### config.mk
export PLATFORM = sky130hd
export DESIGN_NAME = alu_arbiter
export DESIGN_NICKNAME = d
export VERILOG_FILES = /design/src/rtl/alu_arb_pkg.sv /design/src/rtl/alu_rr_arbiter.sv /design/src/rtl/alu_arbiter.sv
export SDC_FILE = /design/constraint.sdc
export NUM_CORES = 1
export LEC_CHECK = 0
export CORE_ASPECT_RATIO = 0.9
export CORE_MARGIN = 10
export CORE_UTILIZATION = 42
export CTS_BUF_LIST = sky130_fd_sc_hd__clkbuf_16
export CTS_CLUSTER_SIZE = 30
export DETAILED_ROUTE_END_ITERATION = 10
export PLACE_DENSITY_LB_ADDON = 0.1
export SYNTH_ARGS = -nofsm -noshare
export SYNTH_HDL_FRONTEND = slang
export SYNTH_HIERARCHICAL = 1
export SYNTH_SLANG_ARGS = --single-unit
### constraint.sdc
create_clock -name clk -period 5.4 [get_ports clk]
set_clock_uncertainty 0.2 [all_clocks]
set_input_delay 1.08 -clock clk [delete_from_list [all_inputs] [get_ports clk]]
set_output_delay 1.08 -clock clk [all_outputs]
set_load 0.03 [all_outputs]
### src/rtl/alu_arb_pkg.sv
// Shared types and helpers for the round-robin ALU arbiter (alu_arbiter).
package alu_arb_pkg;

  typedef enum logic [1:0] {
    RUN   = 2'd0,
    DRAIN = 2'd1,
    HALT  = 2'd2
  } arb_state_t;

  localparam int DEF_DATA_W = 8;
  localparam int DEF_OP_W   = 4;

  // Pointer value after a grant to requester g among n requesters.
  function automatic int rr_next(input int g, input int n);
    return (g + 1) % n;
  endfunction

endpackage

### src/rtl/alu_rr_arbiter.sv
// Round-robin pointer plus combinational one-hot grant: the scan starts at the
// pointer and the first valid requester wins.
module alu_rr_arbiter
  import alu_arb_pkg::*;
#(
  parameter int NUM_REQ = 4,
  localparam int PTR_W = $clog2(NUM_REQ)
) (
  input  logic               clk,
  input  logic               rst,
  input  logic               allow,
  input  logic [NUM_REQ-1:0] valid,
  output logic [NUM_REQ-1:0] grant,
  output logic [PTR_W-1:0]   grant_idx
);

  logic [PTR_W-1:0] ptr;
  logic [PTR_W-1:0] idx;
  logic             found;

  always_comb begin
    grant     = '0;
    grant_idx = '0;
    found     = 1'b0;
    idx       = '0;
    for (int k = 0; k < NUM_REQ; k++) begin
      idx = PTR_W'((int'(ptr) + k) % NUM_REQ);
      if (allow && !found && valid[idx]) begin
        found      = 1'b1;
        grant[idx] = 1'b1;
        grant_idx  = idx;
      end
    end
  end

  always_ff @(posedge clk or posedge rst) begin
    if (rst) begin
      ptr <= '0;
    end else if (found) begin
      ptr <= PTR_W'(rr_next(int'(grant_idx), NUM_REQ));
    end
  end

endmodule

### src/rtl/alu_arbiter.sv
// Shares one pipelined ALU between NUM_REQ requesters and routes each result back
// to its owner. Define ALU_ARB_STATS_EN to add per-requester saturating grant counters.
module alu_arbiter
  import alu_arb_pkg::*;
#(
  parameter int NUM_REQ = 4,
  parameter int DATA_W  = DEF_DATA_W,
  parameter int OP_W    = DEF_OP_W,
  parameter int ALU_LAT = 2
) (
  input  logic                      clk,
  input  logic                      rst,
  input  logic                      en,
  input  logic [NUM_REQ-1:0]        req_valid,
  output logic [NUM_REQ-1:0]        req_ready,
  input  logic [NUM_REQ*OP_W-1:0]   req_op,
  input  logic [NUM_REQ*DATA_W-1:0] req_a,
  input  logic [NUM_REQ*DATA_W-1:0] req_b,
  output logic                      alu_valid,
  output logic [OP_W-1:0]           alu_op,
  output logic [DATA_W-1:0]         alu_a,
  output logic [DATA_W-1:0]         alu_b,
  input  logic [DATA_W-1:0]         alu_result,
  output logic [NUM_REQ-1:0]        rsp_valid,
  output logic [DATA_W-1:0]         rsp_data,
  output logic                      busy,
  output logic                      halted
`ifdef ALU_ARB_STATS_EN
  ,
  output logic [NUM_REQ*16-1:0]     grant_cnt
`endif
);

  localparam int PTR_W = $clog2(NUM_REQ);

  arb_state_t                        state, state_nxt;
  logic [NUM_REQ-1:0]                grant;
  logic [PTR_W-1:0]                  gidx;
  logic                              xfer;
  logic                              allow;
  logic [NUM_REQ-1:0]                owner_q;
  logic [ALU_LAT-1:0]                trk_v;
  logic [ALU_LAT-1:0][NUM_REQ-1:0]   trk_own;

  // Handshake: requester i transfers when req_valid[i] & req_ready[i]; it holds
  // valid and payload until then. A falling en blocks grants in that same cycle.
  assign allow = (state == RUN) && en && !rst;

  alu_rr_arbiter #(.NUM_REQ(NUM_REQ)) u_rr (
    .clk       (clk),
    .rst       (rst),
    .allow     (allow),
    .valid     (req_valid),
    .grant     (grant),
    .grant_idx (gidx)
  );

  assign req_ready = grant;
  assign xfer      = |grant;

  always_ff @(posedge clk or posedge rst) begin
    if (rst) begin
      alu_valid <= 1'b0;
      alu_op    <= '0;
      alu_a     <= '0;
      alu_b     <= '0;
      owner_q   <= '0;
    end else begin
      alu_valid <= xfer;
      owner_q   <= grant;
      if (xfer) begin
        alu_op <= req_op[int'(gidx)*OP_W +: OP_W];
        alu_a  <= req_a[int'(gidx)*DATA_W +: DATA_W];
        alu_b  <= req_b[int'(gidx)*DATA_W +: DATA_W];
      end
    end
  end

  // Tracker entries follow alu_valid, so the tail lines up with alu_result.
  always_ff @(posedge clk or posedge rst) begin
    if (rst) begin
      trk_v   <= '0;
      trk_own <= '0;
    end else begin
      trk_v[0]   <= alu_valid;
      trk_own[0] <= owner_q;
      for (int k = 1; k < ALU_LAT; k++) begin
        trk_v[k]   <= trk_v[k-1];
        trk_own[k] <= trk_own[k-1];
      end
    end
  end

  always_comb begin
    rsp_valid = '0;
    rsp_data  = '0;
    if (trk_v[ALU_LAT-1]) begin
      rsp_valid = trk_own[ALU_LAT-1];
      rsp_data  = alu_result;
    end
  end

  assign busy   = (|trk_v) | alu_valid;
  assign halted = (state == HALT);

  always_comb begin
    state_nxt = state;
    case (state)
      RUN:     if (!en) state_nxt = DRAIN;
      DRAIN:   if (en) state_nxt = RUN;
               else if (!busy) state_nxt = HALT;
      HALT:    if (en) state_nxt = RUN;
      default: state_nxt = RUN;
    endcase
  end

  always_ff @(posedge clk or posedge rst) begin
    if (rst) begin
      state <= RUN;
    end else begin
      state <= state_nxt;
    end
  end

`ifdef ALU_ARB_STATS_EN
  logic [NUM_REQ-1:0][15:0] cnt;

  always_ff @(posedge clk or posedge rst) begin
    if (rst) begin
      cnt <= '0;
    end else begin
      for (int i = 0; i < NUM_REQ; i++) begin
        if (grant[i] && cnt[i] != 16'hFFFF) cnt[i] <= cnt[i] + 16'd1;
      end
    end
  end

  assign grant_cnt = cnt;
`endif

endmodule

==> impl_metrics.json, run 1 <==
{
  "wl_per_cell_um": 18.40,
  "crit_path_start_kind": "input port",
  "vias_per_cell": 5.265,
  "crit_type": "in2out",
  "rsz0062_at_grt": "no",
  "post_cts_buffers": 0,
  "port_buffers": 133,
  "cp.required_ns": 4.12,
  "ant_nets": 0,
  "powerDensity_mw_per_mm2": 467.1,
  "relSlewSlack_pct": 38.91,
  "fillers": 386,
  "cpMostUsedCell": "clkdlybuf4s50_1",
  "htreeDepth": 2,
  "cp_data_arrival_time_ns": 3.90,
  "core_area_sq_mm": 0.005380,
  "die_h_um": 91.45,
  "synthDistinctLibCells": 38,
  "layout.cells.non_filler": 370,
  "tns_ns": 0,
  "start_util_pct": 44.28,
  "clkSlewWorstSetupHoldPaths_ns": 0.06,
  "synth.cell_area_sq_mm": 0.002382,
  "dp_cells": 362,
  "grt_overflow": 0,
  "grt_pass1_wl_um": 10920,
  "syn_to_final_growth_pct": 63.24,
  "grt_usage_pct": 14.82,
  "max_freq_mhz": 192.9,
  "vdd_drop_max_mv": 0.3128,
  "async_flop_share_pct": 100.0,
  "ctsHoldBuffers": 0,
  "synthFlopType": "dfrtp_1",
  "drv_slew": 0,
  "first_pass_iters": 4,
  "cts_tree": "built",
  "drt_iter0_markers": 48,
  "synth_edf_count": 0,
  "min_period_ns": 5.183,
  "finalCritPeriodShare_pct": 95.98,
  "synth_fp_nets": 268,
  "rows": 25,
  "ys_warn_count": 6,
  "tightest_slew_ns": 0.9150,
  "vias": 1948,
  "syn_inst": 169,
  "hpwl_um": 5648,
  "die_w_um": 99.39,
  "grt_pass1_vias": 2165,
  "path_delay_family": "buffers and inverters",
  "p_clk_share_pct": 15.0,
  "die-area_sq_mm": 0.009089,
  "routed_wl_um": 6809,
  "cts_buffers": 5,
  "crit_slowest_cell": "clkdlybuf4s50_1",
  "seqPwrFrac_pct": 25.9,
  "grt_max_degree": 34,
  "cts.sinks": 39,
  "clockBufferDepth": 2,
  "worstSkewPairLatency_ns": 0.27,
  "status": "complete, no violations",
  "end_kind": "output port",
  "root_buffer": "clkbuf_16",
  "comb_power_share_pct": 59.1,
  "setup_viol": 0,
  "hold_class": "reg2reg",
  "worstPathMaxFanout": 10,
  "insertedDiodeCount": 0,
  "syn_area_per_cell_sq_um": 14.10,
  "drv_cap": 0,
  "final_cell_mix": "clkdlybuf4s50_1, dfrtp_1, mux4_2",
  "p_int_uw": 1107,
  "yosys_register_bits": 39,
  "nets": 401,
  "max_stage_delay_ns": 0.75,
  "p_sw_share_pct": 39.08,
  "cts_resized": 0,
  "crit_chain": "clkdlybuf4s50_1 -> mux4_2 -> nand2b_4 -> nor4b_4 -> a22oi_1 -> o21ai_1 -> clkdlybuf4s50_1",
  "path_buf_inv": 2,
  "place.gp.congestion": 0.8476,
  "drc_errors": 0,
  "layout-drive-gt1-share_pct": 20.46,
  "antenna_found_initial": 0,
  "timing_hold_violations_final": 0,
  "yosysSeqAreaShare_pct": 40.97,
  "final_common_cell": "clkdlybuf4s50_1",
  "p_sw_uw": 709.9,
  "leakage_uw": 0.001532,
  "ios": 134
}
[cell type report]
cell class	instances	area (sq um)	area share (%)
clock inverters	3	15.01	0.3861
clock buffers	5	125.1	3.218
inverters	8	30.03	0.7722
multi-input cells	111	1297	33.37
repair buffers	137	1361	35.01
flip-flops and latches	39	975.9	25.10
well taps	67	83.83	2.156
[stage by stage]
step / area (sq um) / setup WS (ns) / util, % / total power (uW) / hold WS [ns]
floorplan: 2382 / 1.386 / - / 1209 / 0.1312
global placement: 3749 / 0.3123 / 69.67 / 1546 / 0.1326
detailed placement: 3749 / 0.2085 / 69.67 / 1563 / 0.1347
CTS: 3889 / 0.2108 / 72.28 / 1841 / 0.1517
global route: 3889 / 0.05896 / 72.28 / 1933 / 0.1604
finish: 3889 / 0.2172 / 72.28 / 1817 / 0.1504
[synthesized netlist by cell type, types with 2 or more instances]
| library cell | count | area (sq um) |
|---|---|---|
| a21oi_1 | 2 | 10.01 |
| a22oi_1 | 8 | 60.06 |
| and2_1 | 12 | 75.07 |
| buf_4 | 2 | 15.01 |
| buf_6 | 5 | 56.30 |
| clkbuf_1 | 3 | 11.26 |
| dfrtp_1 | 39 | 975.9 |
| ha_1 | 4 | 50.05 |
| inv_1 | 8 | 30.03 |
| mux2_2 | 20 | 225.2 |
| mux4_2 | 23 | 518.0 |
| nand2_1 | 5 | 18.77 |
| nor2_1 | 3 | 11.26 |
| nor3_1 | 3 | 15.01 |
| nor4_1 | 2 | 12.51 |
| o21ai_0 | 4 | 20.02 |
| o21ai_1 | 4 | 20.02 |
| xnor2_1 | 2 | 17.52 |
[path summary, 6_finish.rpt]
| kind | cells after the start | slack (ns) | endpoint | start |
|---|---|---|---|---|
| worst max-delay path | 7 | 0.22 | req_ready[0] | req_valid[3] |
| worst min-delay path | 0 | 0.15 | trk_own[2] | owner_q[2] |
| worst max register to register | 8 | 1.57 | alu_b[1] | u_rr/ptr[1] |
| worst min register to register | 0 | 0.15 | trk_own[2] | owner_q[2] |
| max in group asynchronous | 3 | 3.49 | alu_b[3] | rst |
| min in group asynchronous | 2 | 0.82 | asynchronous set/reset pin | rst |
[logic make-up after synthesis]
family / share of synthesized area (%)
muxes: 32.72
DFF: 40.97
and+or+nand+nor: 10.50
AOI/OAI and AO/OA: 8.036
buffers and inverters: 4.936
adders and majority gates: 2.101
xor gates and xnor gates: 0.7354
[flip-flops by register name, indices dropped and copies added (netlist names), named ones only]
name and count:
alu_b 8, trk_own 8, alu_a 8, alu_valid 1
owner_q 4, trk_v 2, state 2, u_rr/ptr 1
alu_op 4
[layer usage]
metal	wire (um)	vias up	GRT usage, %	share of wire, %
met5	0	-	0	0
li1	-	919	-	-
met2	3441	88	25.05	51
met3	789	2	7.955	12
met4	44	0	3.222	0.65
met1	2534	939	16.00	37
[power groups by stage]
stage	sequential, uW	combinational, uW	clock [uW]
after CTS	473	1090	278
after global placement	470	1080	0
after global routing	489	1150	293
after detailed placement	475	1090	0
after floorplan	619	590	0
final	471	1070	272
Note: power is estimated with default switching activity, not from simulation.
==> run 2: changes to the inputs <==
- CORE_UTILIZATION: 42 -> 39
- clock period: 5.4 -> 5.5 ns (I/O delays scaled with it)
==> run 2 against run 1 <==
Worst hold slack worse by 0.0062 ns. Sequential share of layout area is 0.36 points lower. Critical path depth stayed put. Clock power is 36% higher. Combinational power hardly changed. Highest routed layer unchanged.
==> impl_metrics.json, run 2 (synthesis gave the netlist of run 1 again) <==
{
  "grt_usage_pct": 14.33,
  "reg2reg_to": "alu_a[0]",
  "min_from": "owner_q[2]",
  "min_period_ns": 5.269,
  "final_cell_mix": "clkdlybuf4s50_1, dfrtp_1, mux4_2",
  "rows": 26,
  "placed_area_sq_mm": 0.003752,
  "finalCritPeriodShare_pct": 95.80,
  "vias_per_cell": 5.247,
  "leakage_uw": 0.001558,
  "grt_pass1_wl_um": 10700,
  "p_int_uw": 1181,
  "drv_cap": 0,
  "nets": 401,
  "timing_hold_violations_final": 0,
  "max_freq_mhz": 189.8,
  "vias": 1957,
  "hold_path_end": "trk_own[2]",
  "p_sw_share_pct": 37.48,
  "clockBufferDepth": 2,
  "die_h_um": 94.15,
  "cp_data_arrival_time_ns": 3.97,
  "vdd_drop_max_mv": 0.2198,
  "cts_buffers": 5,
  "die_w_um": 102.4,
  "antenna_found_initial": 0,
  "tightest_slew_ns": 0.9046,
  "relSlewSlack_pct": 39.60,
  "crit_type": "in2out",
  "ant_nets": 0,
  "post_cts_buffers": 0,
  "layout-drive-gt1-share_pct": 21.12,
  "r2r-start": "u_rr/ptr[1]",
  "reg_top3": "alu_a x8, alu_b x8, trk_own x8",
  "grt_max_degree": 34,
  "final_area_sq_mm": 0.003945,
  "crit_path_start_kind": "input port",
  "final_common_cell": "clkdlybuf4s50_1",
  "worstPathMaxFanout": 10,
  "hpwl_um": 5904,
  "root_buffer": "clkbuf_16",
  "core_area_sq_mm": 0.005791,
  "hold_class": "reg2reg",
  "p_sw_uw": 708.2,
  "tns_ns": 0,
  "cp.required_ns": 4.20,
  "clkSlewWorstSetupHoldPaths_ns": 0.06,
  "comb_power_share_pct": 56.0,
  "grt_overflow": 0,
  "setup_viol": 0,
  "end_kind": "output port",
  "syn_to_final_growth_pct": 65.60,
  "min_path_cells": 0,
  "ctsHoldBuffers": 0,
  "port_buffers": 133,
  "ios": 134,
  "drv_slew": 0,
  "grt_pass1_vias": 2053,
  "powerDensity_mw_per_mm2": 478.9,
  "drt_iter0_markers": 74,
  "wl_per_cell_um": 18.81,
  "routed_wl_um": 7017,
  "htreeDepth": 2,
  "insertedDiodeCount": 0,
  "rsz0062_at_grt": "no",
  "p_clk_share_pct": 19.6,
  "cts_resized": 0,
  "status": "complete, no violations",
  "drc_errors": 0,
  "worstSkewPairLatency_ns": 0.27,
  "die-area_sq_mm": 0.009639,
  "cts_tree": "built",
  "start_util_pct": 41.14,
  "cts.sinks": 39,
  "reg2reg_depth": 8,
  "seqPwrFrac_pct": 24.4,
  "first_pass_iters": 4,
  "place.gp.congestion": 0.7737,
  "regToRegSetupSlack_ns": 1.63
}
[run 2: changes by cell type in the layout (fill, tap and decap cells not counted)]
cell | before | now
bufinv_16 | 0 | 2
clkinv_1 | 2 | 0
[run 2: critical path, cell delays in order]
cell and delay, ns:
clkdlybuf4s50_1 0.57, mux4_2 0.63, nand2b_4 0.21, nor4b_4 0.35, a22oi_1 0.12, o21ai_1 0.23, clkdlybuf4s50_1 0.75
[run 2: area by class of cell]
| class | count | area [sq um] |
|---|---|---|
| fillers | 443 | 1846 |
| repair buffers | 137 | 1361 |
| multi-input cells | 111 | 1297 |
| flip-flops and latches | 39 | 975.9 |
| clock buffers | 5 | 125.1 |
| well taps | 70 | 87.58 |
| clock inverters | 3 | 67.56 |
| inverters | 8 | 30.03 |
[run 2: worst max path at each step]
stage / depth (start not counted) / end / slack, ns / start
floorplan: 5 / req_ready[2] / 1.45 / rst
global placement: 7 / req_ready[1] / 0.34 / req_valid[3]
detailed placement: 7 / req_ready[1] / 0.24 / req_valid[3]
CTS: 7 / req_ready[1] / 0.23 / req_valid[3]
global route: 7 / req_ready[2] / 0.14 / req_valid[3]
finish: 7 / req_ready[1] / 0.23 / req_valid[3]
[run 2: through the flow]
step                total power (uW)  hold slack, ns  util (%)  setup WS, ns  instances
CTS                             1913          0.1430     68.13        0.2338        373
detailed placement              1538          0.1362     64.80        0.2427        365
global route                    2000          0.1472     68.13        0.1446        373
floorplan                       1187          0.1312         -         1.446        169
global placement                1518          0.1322     64.80        0.3397        365
finish                          1889          0.1442     68.13        0.2307        373
[run 2: metal layers]
layer	track usage, %	vias to the layer above	part of all wire [%]	routed length (um)
met1	16.42	943	40	2802
met2	23.36	94	48	3354
met4	3.169	0	0.71	50
li1	-	915	-	-
met5	0	-	0	0
met3	7.358	5	12	809
[run 2: power groups by stage]
stage,clock (uW),sequential (uW),combinational (uW)
after floorplan,0,608,579
after global placement,0,461,1060
final,370,461,1060
after CTS,377,462,1070
after detailed placement,0,466,1070
after global routing,392,480,1130
